$ cat src/rtl/pong_vga_render_if.sv
// Coordinate bus between the Nios system and the Pong VGA renderer.
//   master : software side, drives the six 10-bit coordinates, samples busy
//   slave  : renderer side, samples the coordinates, drives busy
// Signals:
//   bx, by     ball top-left corner
//   p1x, p1y   paddle 1 top-left corner
//   p2x, p2y   paddle 2 top-left corner
//   busy       high while the renderer is scanning visible lines
interface pong_vga_render_if;
  logic [9:0] bx;
  logic [9:0] by;
  logic [9:0] p1x;
  logic [9:0] p1y;
  logic [9:0] p2x;
  logic [9:0] p2y;
  logic       busy;

  modport master (output bx, by, p1x, p1y, p2x, p2y, input busy);
  modport slave  (input bx, by, p1x, p1y, p2x, p2y, output busy);
endinterface

$ cat src/rtl/pong_vga_render.sv
// Pong VGA renderer: generates 640x480@60 timing from the system clock and
// paints the ball and two paddles from coordinates written by software.
// Coordinates are shadow-latched on the last pixel of each frame, so a frame
// never mixes old and new positions.
// Ports:
//   clk_clk      system clock (pixel tick every CLK_DIV clocks)
//   reset_reset  asynchronous reset, active-high
//   pos          coordinate bus (slave): bx/by/p1x/p1y/p2x/p2y in, busy out
//   vga_hs       horizontal sync, active-low
//   vga_vs       vertical sync, active-low
//   vga_blank_n  high during visible pixels
//   vga_r/g/b    4-bit colour channels
// Build option:
//   PONG_NET_EN  when defined, draws a dashed grey centre net below the paddles
module pong_vga_render #(
  parameter int CLK_DIV   = 2,
  parameter int H_ACTIVE  = 640,
  parameter int H_FP      = 16,
  parameter int H_SYNC    = 96,
  parameter int H_BP      = 48,
  parameter int V_ACTIVE  = 480,
  parameter int V_FP      = 10,
  parameter int V_SYNC    = 2,
  parameter int V_BP      = 33,
  parameter int BALL_SIZE = 8,
  parameter int PAD_W     = 8,
  parameter int PAD_H     = 48
) (
  input  logic                    clk_clk,
  input  logic                    reset_reset,
  pong_vga_render_if.slave        pos,
  output logic                    vga_hs,
  output logic                    vga_vs,
  output logic                    vga_blank_n,
  output logic [3:0]              vga_r,
  output logic [3:0]              vga_g,
  output logic [3:0]              vga_b
);

  localparam int H_TOTAL  = H_ACTIVE + H_FP + H_SYNC + H_BP;
  localparam int V_TOTAL  = V_ACTIVE + V_FP + V_SYNC + V_BP;
  localparam int HS_START = H_ACTIVE + H_FP;
  localparam int HS_END   = HS_START + H_SYNC;
  localparam int VS_START = V_ACTIVE + V_FP;
  localparam int VS_END   = VS_START + V_SYNC;
  localparam int DW       = (CLK_DIV > 1) ? $clog2(CLK_DIV) : 1;

  // Pixel-rate divider
  logic [DW-1:0] div;
  logic          tick;

  assign tick = (div == DW'(CLK_DIV - 1));

  always_ff @(posedge clk_clk or posedge reset_reset) begin
    if (reset_reset)  div <= '0;
    else if (tick)    div <= '0;
    else              div <= div + 1'b1;
  end

  // Raster counters
  logic [9:0] hcnt, vcnt;
  logic [9:0] hcnt_nxt, vcnt_nxt;
  logic       h_last, v_last;

  assign h_last = (hcnt == 10'(H_TOTAL - 1));
  assign v_last = (vcnt == 10'(V_TOTAL - 1));

  always_comb begin
    hcnt_nxt = hcnt + 10'd1;
    vcnt_nxt = vcnt;
    if (h_last) begin
      hcnt_nxt = '0;
      vcnt_nxt = v_last ? 10'd0 : vcnt + 10'd1;
    end
  end

  always_ff @(posedge clk_clk or posedge reset_reset) begin
    if (reset_reset) begin
      hcnt <= '0;
      vcnt <= '0;
    end else if (tick) begin
      hcnt <= hcnt_nxt;
      vcnt <= vcnt_nxt;
    end
  end

  // Shadow coordinates, captured on the final pixel of the frame so the
  // whole next frame is painted from one consistent set.
  logic [9:0] sbx, sby, sp1x, sp1y, sp2x, sp2y;

  always_ff @(posedge clk_clk or posedge reset_reset) begin
    if (reset_reset) begin
      sbx  <= '0;
      sby  <= '0;
      sp1x <= '0;
      sp1y <= '0;
      sp2x <= '0;
      sp2y <= '0;
    end else if (tick && h_last && v_last) begin
      sbx  <= pos.bx;
      sby  <= pos.by;
      sp1x <= pos.p1x;
      sp1y <= pos.p1y;
      sp2x <= pos.p2x;
      sp2y <= pos.p2y;
    end
  end

  // Box test in 11 bits so x+size can never wrap back onto the left/top edge.
  function automatic logic in_box(input logic [9:0]  x0,
                                  input logic [9:0]  y0,
                                  input logic [10:0] w,
                                  input logic [10:0] ht,
                                  input logic [10:0] px,
                                  input logic [10:0] py);
    logic [10:0] x11, y11;
    x11 = {1'b0, x0};
    y11 = {1'b0, y0};
    return (px >= x11) && (px < x11 + w) && (py >= y11) && (py < y11 + ht);
  endfunction

  logic [10:0] h11, v11;
  logic        visible, hs_on, vs_on;
  logic        ball_on, pad1_on, pad2_on;
  logic [11:0] rgb_nxt;

  assign h11     = {1'b0, hcnt};
  assign v11     = {1'b0, vcnt};
  assign visible = (hcnt < 10'(H_ACTIVE)) && (vcnt < 10'(V_ACTIVE));
  assign hs_on   = (hcnt >= 10'(HS_START)) && (hcnt < 10'(HS_END));
  assign vs_on   = (vcnt >= 10'(VS_START)) && (vcnt < 10'(VS_END));
  assign ball_on = in_box(sbx,  sby,  11'(BALL_SIZE), 11'(BALL_SIZE), h11, v11);
  assign pad1_on = in_box(sp1x, sp1y, 11'(PAD_W),     11'(PAD_H),     h11, v11);
  assign pad2_on = in_box(sp2x, sp2y, 11'(PAD_W),     11'(PAD_H),     h11, v11);

`ifdef PONG_NET_EN
  logic net_on;
  // 4-pixel-wide centre stripe, dashed every 16 lines
  assign net_on = (hcnt >= 10'(H_ACTIVE / 2 - 2)) && (hcnt <= 10'(H_ACTIVE / 2 + 1)) && !vcnt[4];
`endif

  always_comb begin
    rgb_nxt = 12'h000;
    if (visible) begin
      if (ball_on)      rgb_nxt = 12'hFFF;
      else if (pad1_on) rgb_nxt = 12'hF00;
      else if (pad2_on) rgb_nxt = 12'h00F;
`ifdef PONG_NET_EN
      else if (net_on)  rgb_nxt = 12'h888;
`endif
    end
  end

  // Single output stage: sync, blank, colour and busy share one register
  // so they stay aligned one tick behind the counters.
  always_ff @(posedge clk_clk or posedge reset_reset) begin
    if (reset_reset) begin
      vga_hs      <= 1'b1;
      vga_vs      <= 1'b1;
      vga_blank_n <= 1'b0;
      vga_r       <= '0;
      vga_g       <= '0;
      vga_b       <= '0;
      pos.busy    <= 1'b1;
    end else if (tick) begin
      vga_hs      <= !hs_on;
      vga_vs      <= !vs_on;
      vga_blank_n <= visible;
      vga_r       <= rgb_nxt[11:8];
      vga_g       <= rgb_nxt[7:4];
      vga_b       <= rgb_nxt[3:0];
      // Based on the next line number so busy drops together with vcnt reaching V_ACTIVE
      pos.busy    <= (vcnt_nxt < 10'(V_ACTIVE));
    end
  end

endmodule

$ cat src/flat_wrapper.sv
// flat-port wrapper written by rule: the top's interface ports become plain ports
module pong_vga_render_flat 
#(
  parameter int CLK_DIV   = 2,
  parameter int H_ACTIVE  = 640,
  parameter int H_FP      = 16,
  parameter int H_SYNC    = 96,
  parameter int H_BP      = 48,
  parameter int V_ACTIVE  = 480,
  parameter int V_FP      = 10,
  parameter int V_SYNC    = 2,
  parameter int V_BP      = 33,
  parameter int BALL_SIZE = 8,
  parameter int PAD_W     = 8,
  parameter int PAD_H     = 48
)
  (clk_clk, reset_reset, vga_hs, vga_vs, vga_blank_n, vga_r, vga_g, vga_b, pos_bx, pos_by, pos_p1x, pos_p1y, pos_p2x, pos_p2y, pos_busy);
  pong_vga_render_if pos_i ();
  input  logic clk_clk;
  input  logic reset_reset;
  output logic vga_hs;
  output logic vga_vs;
  output logic vga_blank_n;
  output logic [3:0] vga_r;
  output logic [3:0] vga_g;
  output logic [3:0] vga_b;
  input wire logic [$bits(pos_i.bx)-1:0] pos_bx;
  input wire logic [$bits(pos_i.by)-1:0] pos_by;
  input wire logic [$bits(pos_i.p1x)-1:0] pos_p1x;
  input wire logic [$bits(pos_i.p1y)-1:0] pos_p1y;
  input wire logic [$bits(pos_i.p2x)-1:0] pos_p2x;
  input wire logic [$bits(pos_i.p2y)-1:0] pos_p2y;
  output wire logic [$bits(pos_i.busy)-1:0] pos_busy;
  assign pos_i.bx = pos_bx;
  assign pos_i.by = pos_by;
  assign pos_i.p1x = pos_p1x;
  assign pos_i.p1y = pos_p1y;
  assign pos_i.p2x = pos_p2x;
  assign pos_i.p2y = pos_p2y;
  assign pos_busy = pos_i.busy;
  pong_vga_render #(.CLK_DIV(CLK_DIV), .H_ACTIVE(H_ACTIVE), .H_FP(H_FP), .H_SYNC(H_SYNC), .H_BP(H_BP), .V_ACTIVE(V_ACTIVE), .V_FP(V_FP), .V_SYNC(V_SYNC), .V_BP(V_BP), .BALL_SIZE(BALL_SIZE), .PAD_W(PAD_W), .PAD_H(PAD_H)) u_core (.clk_clk(clk_clk), .reset_reset(reset_reset), .pos(pos_i), .vga_hs(vga_hs), .vga_vs(vga_vs), .vga_blank_n(vga_blank_n), .vga_r(vga_r), .vga_g(vga_g), .vga_b(vga_b));
endmodule
$ cat config.mk
export PLATFORM = sky130hd
export DESIGN_NAME = pong_vga_render_flat
export DESIGN_NICKNAME = d
export VERILOG_FILES = /design/src/rtl/pong_vga_render_if.sv /design/src/rtl/pong_vga_render.sv /design/src/flat_wrapper.sv
export SDC_FILE = /design/constraint.sdc
export NUM_CORES = 1
export LEC_CHECK = 0
export CAP_MARGIN = 20
export CORE_MARGIN = 4
export CORE_UTILIZATION = 53
export CTS_BUF_LIST = sky130_fd_sc_hd__clkbuf_8
export CTS_CLUSTER_SIZE = 24
export DETAILED_ROUTE_END_ITERATION = 8
export PLACE_DENSITY = 0.86
export REMOVE_ABC_BUFFERS = 1
export SLEW_MARGIN = 20
export SYNTH_ARGS = -nofsm -noshare
export SYNTH_HDL_FRONTEND = slang
export SYNTH_SLANG_ARGS = --single-unit
$ cat constraint.sdc
create_clock -name clk_clk -period 2.89 [get_ports clk_clk]
set_clock_uncertainty 0.2 [all_clocks]
set_input_delay 0.578 -clock clk_clk [delete_from_list [all_inputs] [get_ports clk_clk]]
set_output_delay 0.578 -clock clk_clk [all_outputs]
set_load 0.05 [all_outputs]
==> flow_summary.ini, run 1 <==
[worst_setup_path]
r2r-start = u_core.sp2x[6]$_DFFE_PP0P_
cp.arrival_ps = 2840
path_cells = inv_1 > nor3_2 > nand3_1 > xnor2_1 > ha_1 > a21o_1 > a21oi_2 > a32o_1 > a31oi_1 > or4_4 > o311ai_2
critical_path_class = reg -> reg
rrSetupSlack_ps = 130
worstSetupStartpointType = flop
max_stage_delay_ps = 430
required_ps = 2970
worstSetupEndpointType = flop
reg2reg_to = u_core.vga_b[2]$_DFFE_PP0P_
cp_max_fo = 4
rr_worst_depth = 11
slowest_stage = or4_4

[finish]
multi_input_area_sq_mm = 0.00388
areaGrowthSynthToFinish_pct = 18.9
final_cell_mix = ha_1, dfrtp_1, nand2_1
stdcell_area_sq_mm = 0.00771
fin_util = 0.642
nFillCells = 998
drive_above_1_share = 0.0736
diodes = 0
seq_area_sq_mm = 0.00221
nets = 969
layout_commonest_cell = ha_1

[global_routing]
gr-total-overflow = 0
grt_start_max_net_pins = 43
grt_usage = 0.220
grt_pass1_vias = 5394
antenna_found_initial = 0
grt_pass1_wl_mm = 25.3

[power]
p_leak_nw = 3.89
vdd_drop_max_mv = 0.343
power_density_mw_per_mm2 = 296

[clocking]
path_clk_slew_ps = 90
ctsLongestPathBuffers = 2
cts_tree = done
clock_sinks = 88
htreeDepth = 3
clock_latency_ps = 380
cts_buffers = 9
cts_root_buf = clkbuf_8

[run]
maxCapViolations = 0

[floorplan]
dieArea_sq_mm = 0.0141
num_rows = 40
ios = 78
fp.dieW_um = 119
core_area_sq_mm = 0.0120
initial_utilization = 0.540
die_h_um = 119

[place]
place_area_sq_mm = 0.00745
hpwl_mm = 11.3
gp_congestion = 0.916
io_buffers = 77

[sta]
finalHoldViolCount = 0
worst_slew_pin_slew_ps = 535
period_share = 0.955
fmax_ghz = 0.362
grt_setup_unrepaired = true
relSlewSlack = 0.644
finalSetupViolations = 0
final_max_slew_viol_count = 0
period_needed_ps = 2760

[routing]
drt_wl_total_mm = 14.8
vias_per_cell = 5.71
first_pass_iters = 5
initialDrtViolationCount = 321
antenna_left = 0
via_count = 5416
drc = 0
routedWlPerCell_um = 15.6

[logic_synthesis]
ys.flop_type = dfrtp_1
async_flop_share = 1.00
avgSynthCellArea_sq_um = 9.09
ys_types = 59
ys_ff_latch = 88
syn_inst = 714
synth_edf_count = 0
synth_area_sq_mm = 0.00649
ys_warn_count = 0
ys_seq_area_frac = 0.340

[status]
status = finished, final reports clean

[min_path]
worst_hold_path_type = in -> async
[cells in the mapped netlist, types with 8 or more instances]
| cell type | n | share of area |
|---|---|---|
| a21o_1 | 10 | 0.012 |
| a21oi_1 | 30 | 0.023 |
| buf_4 | 16 | 0.019 |
| dfrtp_1 | 85 | 0.33 |
| ha_1 | 110 | 0.21 |
| inv_1 | 74 | 0.043 |
| nand2_1 | 80 | 0.046 |
| nand2b_1 | 9 | 0.0087 |
| nand3_1 | 22 | 0.017 |
| nand4_1 | 9 | 0.0087 |
| nor2_1 | 23 | 0.013 |
| nor3_1 | 14 | 0.011 |
| nor4_1 | 8 | 0.0077 |
| o211ai_1 | 8 | 0.0093 |
| o21ai_0 | 80 | 0.062 |
| xnor2_1 | 34 | 0.046 |
| xor2_1 | 8 | 0.011 |
[metrics by stage]
| step | total power, W | setup slack, ps | TNS [ps] | hold slack [ps] | std cells |
|---|---|---|---|---|---|
| floorplan | 0.00127 | -218 | -15190 | 265 | 689 |
| global placement | 0.00137 | 189 | 0 | 278 | 932 |
| detailed placement | 0.00137 | 91.9 | 0 | 285 | 932 |
| CTS | 0.00230 | 10.4 | 0 | 240 | 948 |
| global route | 0.00236 | -42.8 | -42.8 | 267 | 949 |
| finish | 0.00228 | 130 | 0 | 244 | 949 |
[cell type report]
cell class | instances | area share
clock inverter | 3 | 0.00503
inverter | 74 | 0.0362
multi-input combinational | 527 | 0.503
timing repair buffer | 97 | 0.123
clock buffer | 13 | 0.0232
sequential | 88 | 0.286
tap | 147 | 0.0238
[kinds of logic (layout without fill, tap and decap cells)]
group / count (synthesis) / count (layout) / synth area share
AO/OA/AOI/OAI: 171 / 171 / 0.156
XOR/XNOR: 42 / 42 / 0.0567
adder cells (fa/ha/maj): 110 / 110 / 0.212
buffers and inverters: 99 / 187 / 0.0669
flip-flops: 88 / 88 / 0.340
multiplexers: 8 / 8 / 0.0145
AND/OR/NAND/NOR: 196 / 196 / 0.154
[flip-flops by register name (all words and copies together) (netlist names), 10 cells and up]
| signal | cells |
|---|---|
| u_core.sby | 10 |
| u_core.sp1y | 10 |
| u_core.vcnt | 10 |
| u_core.sbx | 10 |
| u_core.hcnt | 10 |
| u_core.sp2y | 10 |
| u_core.sp1x | 10 |
| u_core.sp2x | 10 |
[critical path: cells and delay by family (launching register included)]
family,cells,cell delay (ps)
AO/OA/AOI/OAI,5,780
AND/OR/NAND/NOR,3,760
flip-flops,1,370
adder cells (fa/ha/maj),1,290
XOR/XNOR,1,140
buffers and inverters,1,110
[worst max-delay path by stage]
stage	start	endpoint	slack, ps	depth (start not counted)
CTS	u_core.sp2x[5]$_DFFE_PP0P_	u_core.vga_b[2]$_DFFE_PP0P_	10	11
global route	u_core.sp2x[6]$_DFFE_PP0P_	u_core.vga_b[2]$_DFFE_PP0P_	-40	11
floorplan	u_core.hcnt[6]$_DFFE_PP0P_	u_core.sp1x[0]$_DFFE_PP0P_	-220	5
finish	u_core.sp2x[6]$_DFFE_PP0P_	u_core.vga_b[2]$_DFFE_PP0P_	130	11
detailed placement	u_core.sp2x[5]$_DFFE_PP0P_	u_core.vga_b[2]$_DFFE_PP0P_	90	11
global placement	u_core.sp2x[5]$_DFFE_PP0P_	u_core.vga_b[2]$_DFFE_PP0P_	190	11
[layer usage]
metal | routed length (um) | track usage | vias up
li1 | - | - | 2684
met1 | 6830 | 0.301 | 2555
met2 | 6800 | 0.346 | 154
met3 | 801 | 0.0373 | 23
met4 | 357 | 0.0898 | 0
met5 | 0 | 0 | -
[power breakdown]
part / internal, W / switching [W]
clock: 0.000490 / 0.000451
combinational: 0.0000766 / 0.0000352
sequential: 0.00123 / 0
[repair_timing]
item	in CTS	in global routing
hold buffers	0	0
endpoints found under the setup margin	0	3
endpoints found under the hold margin	0	0
resized for setup	0	8
setup buffers	0	1
Note: power is estimated with default switching activity, not from simulation.
==> inputs of run 2 (changes only) <==
--- a/config.mk
+++ b/config.mk
@@ -5,7 +5,6 @@
 export SDC_FILE = /design/constraint.sdc
 export NUM_CORES = 1
 export LEC_CHECK = 0
-export CAP_MARGIN = 20
 export CORE_MARGIN = 4
 export CORE_UTILIZATION = 53
 export CTS_BUF_LIST = sky130_fd_sc_hd__clkbuf_8
==> results of run 2 <==
Same layout as run 1: the final DEF is identical, and so are final timing and power.
==> RTL edit (flow settings as in run 1) <==
`CLK_DIV` is set to 2 in 2 places; all go to 1.
--- a/src/rtl/pong_vga_render.sv
+++ b/src/rtl/pong_vga_render.sv
@@ -13,7 +13,7 @@
 // Build option:
 //   PONG_NET_EN  when defined, draws a dashed grey centre net below the paddles
 module pong_vga_render #(
-  parameter int CLK_DIV   = 2,
+  parameter int CLK_DIV   = 1,
   parameter int H_ACTIVE  = 640,
   parameter int H_FP      = 16,
   parameter int H_SYNC    = 96,
--- a/src/flat_wrapper.sv
+++ b/src/flat_wrapper.sv
@@ -1,7 +1,7 @@
 // flat-port wrapper written by rule: the top's interface ports become plain ports
 module pong_vga_render_flat 
 #(
-  parameter int CLK_DIV   = 2,
+  parameter int CLK_DIV   = 1,
   parameter int H_ACTIVE  = 640,
   parameter int H_FP      = 16,
   parameter int H_SYNC    = 96,
Check against the original RTL: not equivalent (Yosys sat finds a counterexample within 4 cycles, from zero or initial values and one cycle with reset_reset high).
==> RTL edit against run 1 <==
- sequential cell count decreased by 1
- final area about the same
- worst setup slack got worse by 0.094 ns
- total power increased by 4.3%
- routed wire length increased by 4.2%
- count of clock-buffer cells in the layout decreased by 3
- global-route usage increased by 0.34 points
- synthesized cell count decreased by 4.6%
- synthesized area decreased by 2.1%
- utilization increased by 2.5 points
- critical endpoint is now u_core.vga_b[2]
- critical path depth increased by 1
==> RTL edit: results (changes against run 1) <==
[global_routing]
globalRouteTotalUtil=0.223  ; +0.00336
maximum_number_of_pins_on_one_net_before_global_route_repair=88  ; +100%
number_of_global_route_vias_before_repair=5623  ; +4.2%
grt_first_pass_wirelength_um=25900  ; +2.4%
initial_antenna_violation_count=0  ; unchanged

[synth]
synth_cell_types=61  ; +3.4%
post_synth_most_frequent_cells=110 x sky130_fd_sc_hd__ha_1, 84 x sky130_fd_sc_hd__dfrtp_1, 75 x sky130_fd_sc_hd__nand2_1
ys_top_cells_by_area=sky130_fd_sc_hd__dfrtp_1 33%, sky130_fd_sc_hd__ha_1 22%, sky130_fd_sc_hd__o21ai_0 5.4%, sky130_fd_sc_hd__nand2_1 4.4%, sky130_fd_sc_hd__xnor2_1 4.4%
yosys_warnings=0  ; unchanged
synth_sequential_area_ratio=0.344  ; +0.00350

[worst_setup_path]
critical-path-top-delay-family=simple AND/OR/NAND/NOR gates
critical-path-max-stage-delay_ns=0.39  ; -0.04 ns
critPathMaxFanout=3  ; -1
worst_r2r_startpoint=u_core.sp1x[4]
r2r.worst_path.cells=12  ; +1
crit-reg2reg-capture=u_core.vga_b[2]
critical_path.slowest_cell=sky130_fd_sc_hd__dfrtp_1
critical_path_arrival_ns=2.90  ; +0.06 ns
rrSetupSlack_ns=0.04  ; -0.09 ns

[worst_hold_path]
worstHoldStart=u_core.hcnt[0]
worstHoldEndpoint=u_core.hcnt[0]
min-delay-path-class=reg -> reg

[clock_network]
clk-insertion-delay-late_ns=0.38  ; about the same
cts_root_buf=sky130_fd_sc_hd__clkbuf_8

[detailed_routing]
initialDrtViolationCount=280  ; -13%
routed-via-count=5366  ; -0.92%
routed_wire_length_per_instance_um=16.7  ; +7.2%
drt_pre_antenna_iters=6  ; +1

[final_layout]
design.final.nets=946  ; -2.4%
antenna-diode-count=0  ; unchanged
post_route_cells_drive_above_1_share=0.0950  ; +0.0214

[placed_design]
gp_routability_congestion=0.980  ; +7.0%
detailed_place.area_um2=7320  ; -1.8%
dp.final_hpwl_um=11200  ; -0.53%

[pwr]
vdd_ir_drop_max_mv=0.222  ; -35%
power_leakage_nw=3.83  ; -1.6%

[status]
status=finished, final reports clean

[timing]
tightestPinTransition_ns=0.594  ; +0.0592 ns

RTL edit: cell types whose count changed after synthesis, sizes merged, moves of 5 or more:
cell,before,now
nand3,22,27
o21ai,86,76
o211ai,8,2
nor2,24,15
nor3,15,8
inv,74,66
o21a,3,9
nand2,82,75
RTL edit: cell families after synthesis:
group | synth area share
adder cells (fa/ha/maj) | 0.217
buffers and inverters | 0.0613
AND/OR/NAND/NOR | 0.153
multiplexers | 0.0124
flip-flops | 0.344
AO/OA/AOI/OAI | 0.159
XOR/XNOR | 0.0538
RTL edit: worst max-delay path by stage:
stage | endpoint | cells after the start | startpoint
3_5_place_dp | u_core.vga_b[2] | 11 | u_core.sp1x[4]
5_1_grt | u_core.vga_b[2] | 11 | u_core.sp1x[4]
3_3_place_gp | u_core.vga_b[2] | 11 | u_core.sp1x[4]
2_1_floorplan | u_core.sbx[0] | 7 | u_core.vcnt[0]
4_1_cts | u_core.vga_b[2] | 11 | u_core.sp1x[4]
6_report | u_core.vga_b[2] | 12 | u_core.sp1x[4]
RTL edit: what timing repair did:
item | 4_1_cts | 5_1_grt
hold buffers | 0 | 0
setup buffers | 0 | 8
hold endpoints to repair | 0 | 0
endpoints found under the setup margin | 2 | 8
cloned | 0 | 1
pin swaps | 1 | 9
resized for setup | 2 | 10
RTL edit: metrics by stage:
stage / setup slack [ns] / instances / hold slack, ns
after floorplan: -1.11 / 659 / 0.255
final: 0.0364 / 922 / 0.296
after detailed placement: -0.222 / 897 / 0.277
after global routing: -0.0678 / 922 / 0.307
after CTS: 0.0458 / 913 / 0.290
after global placement: 0.139 / 897 / 0.273
RTL edit: area by class of cell:
cell class              count  area, um2
inverters                  66        249
multi-input cells         507       3850
clock inverters             6        108
well taps                 143        179
repair buffers            103       1000
clock buffers              10        138
flip-flops and latches     87       2180
fillers                   873       3850
RTL edit: report_power, final:
group | switching (W) | internal (W)
sequential | 0 | 0.00122
clock | 0.000461 | 0.000595
combinational | 0.0000346 | 0.0000749
RTL edit: metal layers:
metal | wire length (um) | global-route usage | vias to the layer above
li1 | - | - | 2612
met1 | 6850 | 0.281 | 2563
met2 | 7510 | 0.381 | 149
met3 | 646 | 0.0375 | 42
met4 | 403 | 0.0938 | 0
met5 | 0 | 0 | -
